<file path="config.mk">
export PLATFORM = sky130hd
export DESIGN_NAME = video_fx_pipe
export DESIGN_NICKNAME = d
export VERILOG_FILES = /design/src/rtl/video_fx_pipe_pkg.sv /design/src/rtl/video_ce_gen.sv /design/src/rtl/video_fx_pipe.sv
export SDC_FILE = /design/constraint.sdc
export NUM_CORES = 1
export LEC_CHECK = 0
export CORE_ASPECT_RATIO = 0.5
export CORE_MARGIN = 8
export CORE_UTILIZATION = 53
export DETAILED_ROUTE_END_ITERATION = 10
export GPL_TIMING_DRIVEN = 1
export MAX_ROUTING_LAYER = met4
export PLACE_DENSITY = 0.84
export SETUP_SLACK_MARGIN = 0.1
export SLEW_MARGIN = 10
export SYNTH_ARGS = -nofsm -noshare
export SYNTH_HDL_FRONTEND = slang
export SYNTH_HIERARCHICAL = 1
export SYNTH_SLANG_ARGS = --single-unit
</file>
<file path="constraint.sdc">
create_clock -name clk_sys -period 5.8 [get_ports clk_sys]
set_clock_uncertainty 0.05 [all_clocks]
set_input_delay 0.87 -clock clk_sys [delete_from_list [all_inputs] [get_ports clk_sys]]
set_output_delay 0.87 -clock clk_sys [all_outputs]
set_load 0.01 [all_outputs]
</file>
<file path="src/rtl/video_fx_pipe_pkg.sv">
// Shared types for the video post-processing path: scanline modes, sync/control bundles and
// the MSB-first colour replication helper.
package video_fx_pipe_pkg;

  typedef enum logic [1:0] {
    SL_OFF = 2'b00,
    SL_25  = 2'b01,
    SL_50  = 2'b10,
    SL_75  = 2'b11
  } sl_mode_t;

  typedef struct packed {
    logic hs;
    logic vs;
    logic hb;
    logic vb;
  } sync_t;

  typedef struct packed {
    logic     blend;
    sl_mode_t sl;
    logic     csync;
  } ctrl_t;

  // c carries in_w bits right-aligned; the result is MSB-aligned so callers take the top bits.
  function automatic logic [7:0] expand_color(input logic [7:0] c, input int in_w);
    logic [7:0] e;
    int src;
    e = '0;
    for (int i = 0; i < 8; i++) begin
      src = in_w - 1 - (i % in_w);
      e[7-i] = c[src[2:0]];
    end
    return e;
  endfunction

endpackage

</file>
<file path="src/rtl/video_ce_gen.sv">
// Pixel-enable source: CE_DIV divider resynced on HS falling edge, or external enable.
// Latency: registered internal enable, combinational ext mux; no backpressure.
module video_ce_gen #(
  parameter int CE_DIV = 4
) (
  input  logic clk_sys,
  input  logic reset,
  input  logic hs_in,
  input  logic ce_ext_en,
  input  logic ce_ext,
  output logic ce_pix
);

  localparam logic [3:0] LAST = 4'(CE_DIV - 1);

  logic [3:0] cnt_q, cnt_d;
  logic       hs_d1_q, hs_d1_d;
  logic       ce_int_q, ce_int_d;

  always_comb begin
    hs_d1_d = hs_in;
    if (hs_d1_q && !hs_in) begin
      cnt_d = 4'd0;
    end else if (cnt_q == LAST) begin
      cnt_d = 4'd0;
    end else begin
      cnt_d = cnt_q + 4'd1;
    end
    // Registering the compare keeps ce_int_q equal to (cnt_q == LAST) while resetting to 0.
    ce_int_d = (cnt_d == LAST);
  end

  always_ff @(posedge clk_sys or posedge reset) begin
    if (reset) begin
      cnt_q    <= 4'd0;
      hs_d1_q  <= 1'b1;
      ce_int_q <= 1'b0;
    end else begin
      cnt_q    <= cnt_d;
      hs_d1_q  <= hs_d1_d;
      ce_int_q <= ce_int_d;
    end
  end

  assign ce_pix = ce_ext_en ? ce_ext : ce_int_q;

endmodule

</file>
<file path="src/rtl/video_fx_pipe.sv">
// Per-pixel colour expansion, blend, scanlines, blanking and csync; colour and syncs 2 ce late.
// No backpressure: everything advances only on ce_pix and holds otherwise.
module video_fx_pipe #(
  parameter int IN_DEPTH  = 6,
  parameter int OUT_DEPTH = 6,
  parameter int CE_DIV    = 4,
  parameter int SL_PHASE  = 1
) (
  input  logic                 clk_sys,
  input  logic                 reset,
  input  logic                 ce_ext_en,
  input  logic                 ce_ext,
  input  logic [IN_DEPTH-1:0]  r_in,
  input  logic [IN_DEPTH-1:0]  g_in,
  input  logic [IN_DEPTH-1:0]  b_in,
  input  logic                 hs_in,
  input  logic                 vs_in,
  input  logic                 hblank,
  input  logic                 vblank,
  input  logic                 blend,
  input  logic [1:0]           scanlines,
  input  logic                 csync_en,
  output logic                 ce_pix,
  output logic [OUT_DEPTH-1:0] r_out,
  output logic [OUT_DEPTH-1:0] g_out,
  output logic [OUT_DEPTH-1:0] b_out,
  output logic                 hs_out,
  output logic                 vs_out
);
  import video_fx_pipe_pkg::*;

  typedef struct packed {
    logic [OUT_DEPTH-1:0] r;
    logic [OUT_DEPTH-1:0] g;
    logic [OUT_DEPTH-1:0] b;
  } rgb_t;

  localparam logic  SL_BIT   = 1'(SL_PHASE);
  localparam sync_t SYNC_RST = '{hs: 1'b1, vs: 1'b1, hb: 1'b1, vb: 1'b0};

  rgb_t  s1_pix_q, s1_pix_d, prev_q, prev_d, out_q, out_d;
  sync_t s1_sync_q, s1_sync_d;
  ctrl_t s1_ctrl_q, s1_ctrl_d;
  logic  first_q, first_d, line_q, line_d, hs_q, hs_d, vs_q, vs_d;
  logic  mix;
  sl_mode_t sl_eff;

  video_ce_gen #(.CE_DIV(CE_DIV)) u_ce_gen (
    .clk_sys   (clk_sys),
    .reset     (reset),
    .hs_in     (hs_in),
    .ce_ext_en (ce_ext_en),
    .ce_ext    (ce_ext),
    .ce_pix    (ce_pix)
  );

  function automatic logic [OUT_DEPTH-1:0] widen(input logic [IN_DEPTH-1:0] c);
    logic [7:0] w;
    logic [7:0] e;
    w = '0;
    w[IN_DEPTH-1:0] = c;
    e = expand_color(w, IN_DEPTH);
    return e[7 -: OUT_DEPTH];
  endfunction

  function automatic logic [OUT_DEPTH-1:0] shade(input logic [OUT_DEPTH-1:0] cur,
                                                 input logic [OUT_DEPTH-1:0] prev,
                                                 input logic m, input sl_mode_t sl);
    logic [OUT_DEPTH:0]   sum;
    logic [OUT_DEPTH-1:0] c;
    sum = {1'b0, cur} + {1'b0, prev};
    c = m ? sum[OUT_DEPTH:1] : cur;
    case (sl)
      SL_25:   c = c - (c >> 2);
      SL_50:   c = c >> 1;
      SL_75:   c = c >> 2;
      default: c = c;
    endcase
    return c;
  endfunction

  always_comb begin
    s1_pix_d  = s1_pix_q;
    s1_sync_d = s1_sync_q;
    s1_ctrl_d = s1_ctrl_q;
    prev_d    = prev_q;
    out_d     = out_q;
    first_d   = first_q;
    line_d    = line_q;
    hs_d      = hs_q;
    vs_d      = vs_q;
    mix       = s1_ctrl_q.blend && !first_q;
    sl_eff    = (line_q == SL_BIT) ? s1_ctrl_q.sl : SL_OFF;
    if (ce_pix) begin
      s1_pix_d  = '{r: widen(r_in), g: widen(g_in), b: widen(b_in)};
      s1_sync_d = '{hs: hs_in, vs: vs_in, hb: hblank, vb: vblank};
      s1_ctrl_d = '{blend: blend, sl: sl_mode_t'(scanlines), csync: csync_en};
      // Frame start overrides the line toggle so the first line of a frame is always parity 0.
      if (s1_sync_q.vs && !vs_in) begin
        line_d = 1'b0;
      end else if (s1_sync_q.hs && !hs_in) begin
        line_d = !line_q;
      end
      prev_d  = s1_pix_q;
      first_d = s1_sync_q.hb;
      if (s1_sync_q.hb || s1_sync_q.vb) begin
        out_d = '0;
      end else begin
        out_d.r = shade(s1_pix_q.r, prev_q.r, mix, sl_eff);
        out_d.g = shade(s1_pix_q.g, prev_q.g, mix, sl_eff);
        out_d.b = shade(s1_pix_q.b, prev_q.b, mix, sl_eff);
      end
      hs_d = s1_ctrl_q.csync ? !(s1_sync_q.hs ^ s1_sync_q.vs) : s1_sync_q.hs;
      vs_d = s1_ctrl_q.csync | s1_sync_q.vs;
    end
  end

  always_ff @(posedge clk_sys or posedge reset) begin
    if (reset) begin
      s1_pix_q  <= '0;
      s1_sync_q <= SYNC_RST;
      s1_ctrl_q <= '0;
      prev_q    <= '0;
      out_q     <= '0;
      first_q   <= 1'b1;
      line_q    <= 1'b0;
      hs_q      <= 1'b1;
      vs_q      <= 1'b1;
    end else begin
      s1_pix_q  <= s1_pix_d;
      s1_sync_q <= s1_sync_d;
      s1_ctrl_q <= s1_ctrl_d;
      prev_q    <= prev_d;
      out_q     <= out_d;
      first_q   <= first_d;
      line_q    <= line_d;
      hs_q      <= hs_d;
      vs_q      <= vs_d;
    end
  end

  assign r_out  = out_q.r;
  assign g_out  = out_q.g;
  assign b_out  = out_q.b;
  assign hs_out = hs_q;
  assign vs_out = vs_q;

endmodule

</file>
# Yosys cells after proc, flatten, opt, wreduce, memory -nomap -nowiden
# Cells that the tools add are included.
# classes
n_mux	14
n_eq_ne	5
n_reduce_logical	12
bitwise_logic	2
addsub	7
# ops
cell	n
6-bit one-hot mux with 3 select lines	3
6-bit by 6-bit adder with 7-bit output	3
18-bit two-way mux	1
6-bit two-way mux	3
6-bit by 4-bit subtractor with 6-bit output	3
4-bit by 2-bit == test with 1-bit output, second input constant	2
4-bit two-way mux	2
1-bit zero test	5
4-bit by 1-bit adder with 4-bit output, second input constant	1
2-bit == test, second input constant	2
1-bit logical AND	4
1-bit two-way mux	4
2-bit by 1-bit == test with 1-bit output, second input constant	1
2-bit two-way mux	1
2-bit AND reduction	1
2-bit nonzero test	1
1-bit logical OR	1
1-bit bitwise OR	1
1-bit XOR	1
# word_totals
out_inout_bits	21
reg_bits	72

# Logic depth before layout (Yosys ltp)
# logic_depth
word_depth	6
depth_mapped	14

# By module
# The synthesis kept the hierarchy.
# modules_own_cells
mod	cells_per_inst	instances	area_per_inst_um2	seq_area_each_um2
video_fx_pipe	431	1	4364.2	1659.1
video_ce_gen	21	1	279.0	151.4

# Worst setup path after synthesis
# No wires, ideal clock.
# synth_path
kind	flip-flop to flip-flop
startpoint	reg s1_pix_q[6] (netlist bit)
endpoint	reg out_q, in the netlist g_out[1]
setup_ps	126
t_arrival_ps	2862
required_time_ps	5624
path_slack_ps	2762
stages_incl_launch_ff	11
path_cell_list	dfrtp_1 > and2_1 > fa_1 > a21oi_1 > mux2_2 > a21oi_1 > inv_1 > fa_1 > o32ai_1 > o21a_1 > a221o_1
# synth_via
elab_chain_cells	5
# synth_rtl
item	line_no	source
start, declared	video_fx_pipe.sv:41	rgb_t s1_pix_q, s1_pix_d, prev_q, prev_d, out_q, out_d;
start signal, assigned	video_fx_pipe.sv:130	s1_pix_q <= s1_pix_d;
6-bit by 6-bit adder with 7-bit output	video_fx_pipe.sv:71	sum = {1'b0, cur} + {1'b0, prev};
6-bit two-way mux (*)	video_fx_pipe.sv:72	c = m ? sum[OUT_DEPTH:1] : cur;
6-bit by 4-bit subtractor with 6-bit output	video_fx_pipe.sv:74	SL_25: c = c - (c >> 2);
6-bit one-hot mux with 3 select lines (*)	video_fx_pipe.sv:73	case (sl)
18-bit two-way mux (*)	video_fx_pipe.sv:106	if (s1_sync_q.hb || s1_sync_q.vb) begin
end signal, assigned	video_fx_pipe.sv:134	out_q <= out_d;
end, declared	video_fx_pipe.sv:41	
# Mark *: on every way between the ends. The rest lies on a longest branch, timed or not.
# A chain may end at the register's enable or synchronous reset.

# Worst setup path in the final report
# layout_path
startpoint	reg s1_pix_q[6] (netlist bit)
endpoint	reg out_q, in the netlist g_out[4]
# Same word-level chain as after synthesis.

==> flow_summary.json <==
{
  "status": "complete, no violations",
  "synthToLayoutAreaGrowth_pct": 19.46,
  "hold_path_depth": 1,
  "p_clk_share_pct": 16.5,
  "seq_power_share_pct": 25.1,
  "ys_types": 72,
  "die-area_um2": 12190,
  "antenna-diode-count": 0,
  "via_per_inst": 5.998,
  "synth-edff-count": 0,
  "yosysSeqAreaShare_pct": 38.99,
  "synth_seq_cells": 72,
  "reg2reg_from": "s1_pix_q[6]",
  "tightestPinTransition_ns": 1.030,
  "nets": 559,
  "wl_per_cell_um": 17.56,
  "crit_fanout": 5,
  "htree_levels": 3,
  "rsz0062_at_grt": "false",
  "antenna_found_initial": 0,
  "synth_cells": 452,
  "place_area_um2": 5216,
  "async_reset_ff_share_pct": 100.0,
  "grt_remaining_overflow": 0,
  "r2r_end": "g_out[4]",
  "syn-num-nets": 516,
  "yosys.area.top_type_share_pct": 35.03,
  "critPathRequiredTime_ns": 5.95,
  "worstRegToRegCells": 13,
  "cts_buffers": 9,
  "hold_buffers": 0,
  "drc": 0,
  "min_path_type": "flop to flop",
  "syn_area_um2": 4643,
  "track_usage_pct": 19.21,
  "grt_max_degree": 67,
  "hpwl_um": 7685,
  "timing.final.crit_share_pct": 60.57,
  "yosys.area.top_type": "dfrtp_1",
  "arrival_ns": 3.66,
  "cts_setup_buffers": 0,
  "hold_path_end": "r_out[3]",
  "finalSetupViolCount": 0,
  "p_leak_uw": 0.002339,
  "peakVddDrop_uv": 293.0,
  "yosys_warnings": 6,
  "maxCapViolCount": 0,
  "crit_start": "s1_pix_q[6]",
  "clock_path_buffers": 2,
  "die_h_um": 82.19,
  "dieWidth_um": 148.4,
  "fmaxAchievable_mhz": 284.7,
  "vias": 3701,
  "rrSetupSlack_ns": 2.29,
  "clkLatencyLatePin_ns": 0.34,
  "period_needed_ns": 3.513,
  "hold_viol_final": 0,
  "power_switching_uw": 1598,
  "cts_tree": "yes",
  "grt_pass1_wl_um": 17860,
  "coreArea_um2": 8618,
  "cts_root_buf": "clkbuf_16",
  "crit_path_end_kind": "flop",
  "fin_ws_ns": 2.287,
  "port_buffers": 50,
  "rows": 24,
  "cts_resized": 0,
  "final_area_um2": 5547,
  "grt_pass1_vias": 3577,
  "combPwrFrac_pct": 58.4,
  "ys.flop_type": "dfrtp_1",
  "start_util_pct": 53.88,
  "p_int_uw": 2100,
  "clk_pin_slew_worst_paths_ns": 0.06,
  "yosys-top-cells-area": "dfrtp_1 35%, mux2_2 11%, ha_1 7.5%",
  "critPathKind": "flop to flop",
  "dr.pass1.iters": 6,
  "powerDensity_nw_per_um2": 666.7,
  "critPathLaunchType": "flop",
  "ios": 51,
  "wl_um": 10840,
  "first_iter_violations": 433,
  "gp_congestion": 0.8532,
  "synth.avg_cell_area_um2": 10.27,
  "slew_violations": 0,
  "final_layout_size_suffix_gt1_share_pct": 17.80,
  "slew_headroom_pct": 30.89,
  "hp-start": "r_out[3]",
  "antenna_left": 0,
  "cts.sinks": 72,
  "power.share.switching_pct": 43.21,
  "dp_slack_ns": 2.264,
  "final.setup.tns_ns": 0
}
## routing by layer
metal,vias to the layer above,share of wire [%],track usage [%]
met2,156,45,29.28
met1,1769,46,24.31
met5,-,0,-
met4,0,1.6,7.366
li1,1761,-,-
met3,15,7.4,5.220
## cell usage after synthesis (2+ instances only)
master	count
nor2_1	24
nand3_1	10
nand3b_1	2
a222oi_1	2
a21o_1	3
nor4bb_1	2
nand2b_1	8
o32ai_1	3
o2bb2ai_1	3
a221o_1	4
or3_1	4
nand4_1	3
a31oi_1	2
a21oi_2	4
buf_2	2
o21ai_1	6
ha_1	28
dfstp_2	7
nor3_1	10
nor2b_4	2
and2_1	5
clkbuf_1	13
dfrtp_1	65
o211ai_1	5
o221ai_1	6
fa_1	6
nor3b_1	4
mux2i_1	8
or3b_2	2
o311ai_1	2
a22oi_1	3
nor2b_1	13
a211oi_1	3
inv_1	21
nand2_1	30
mux2_2	45
xnor2_1	5
xor2_1	8
o21ai_0	13
o21a_1	4
o22ai_1	2
buf_1	3
a21oi_1	28
## cells in the final DEF, fill, tap and decap left out, types with 4 or more instances in the layout
| cell | n |
|---|---|
| mux2i_1 | 8 |
| xor2_1 | 8 |
| ha_1 | 28 |
| a21oi_1 | 28 |
| and2_1 | 5 |
| clkbuf_16 | 9 |
| nand2_1 | 30 |
| or3_1 | 4 |
| o211ai_1 | 5 |
| fa_1 | 6 |
| inv_1 | 20 |
| dfstp_2 | 7 |
| nand3_1 | 10 |
| nor3b_1 | 4 |
| a21oi_2 | 4 |
| o221ai_1 | 6 |
| dfrtp_1 | 65 |
| o21a_1 | 4 |
| clkdlybuf4s50_1 | 50 |
| nand2b_1 | 8 |
| xnor2_1 | 5 |
| o21ai_0 | 12 |
| nor3_1 | 10 |
| nor2_1 | 24 |
| mux2_2 | 45 |
| nor2b_1 | 13 |
| a221o_1 | 4 |
| o21ai_1 | 7 |
## sequential cells by signal (all words and copies together), names as in the netlist
signal	count
b_out	6
first_q	1
g_out	6
hs_out	1
line_q	1
prev_q	18
r_out	6
s1_ctrl_q	4
s1_pix_q	18
s1_sync_q	4
u_ce_gen/ce_int_q	1
u_ce_gen/cnt_q	4
u_ce_gen/hs_d1_q	1
vs_out	1
## power groups by stage
stage	sequential [uW]	clock [uW]	combinational (uW)
2_1_floorplan	876	0	1640
3_3_place_gp	918	0	2060
3_5_place_dp	929	0	2110
4_1_cts	924	623	2140
5_1_grt	960	641	2400
6_report	927	610	2160
## cells by family after synthesis
kind of cell | after synthesis | synth area share [%]
buffers and inverters | 43 | 3.773
and+or+nand+nor | 128 | 15.14
AOI/OAI and AO/OA | 108 | 16.63
muxes | 54 | 12.88
adders and majority gates | 34 | 10.13
xor gates and xnor gates | 13 | 2.452
DFF | 72 | 38.99
## metrics by stage
step                      hold slack, ns  std cells  total power (uW)  util, %
final                             0.4375        617              3698    64.36
after global routing              0.4505        617              3996    64.36
after CTS                         0.4430        617              3686    64.36
after detailed placement          0.4287        601              3041    60.53
after global placement            0.4241        601              2978    60.53
after floorplan                   0.4280        452              2519        -
## how the worst max path moves through the flow
| stage | to |
|---|---|
| after global routing | r_out[5] |
| after floorplan | g_out[1] |
| final | g_out[4] |
| after detailed placement | r_out[4] |
| after global placement | r_out[4] |
| after CTS | g_out[4] |
## cell type report
class                   instances  area (um2)
inverters                      23       86.33
clock inverters                 6       91.34
fillers                       692        3072
well taps                     117       146.4
repair buffers                 52       515.5
flip-flops and latches         72        1810
multi-input cells             337        2658
clock buffers                  10       239.0
## worst max-delay path, cell delays in order (launching register included)
cell	delay, ns
dfrtp_1	0.41
and2_1	0.17
fa_1	0.39
a21oi_1	0.21
mux2_2	0.36
a21oi_1	0.43
inv_1	0.20
fa_1	0.46
nor2b_1	0.18
o21ai_0	0.10
nand2b_1	0.10
nor2_1	0.05
mux2i_1	0.14
o221ai_1	0.13
(Power assumes the default switching activity.)
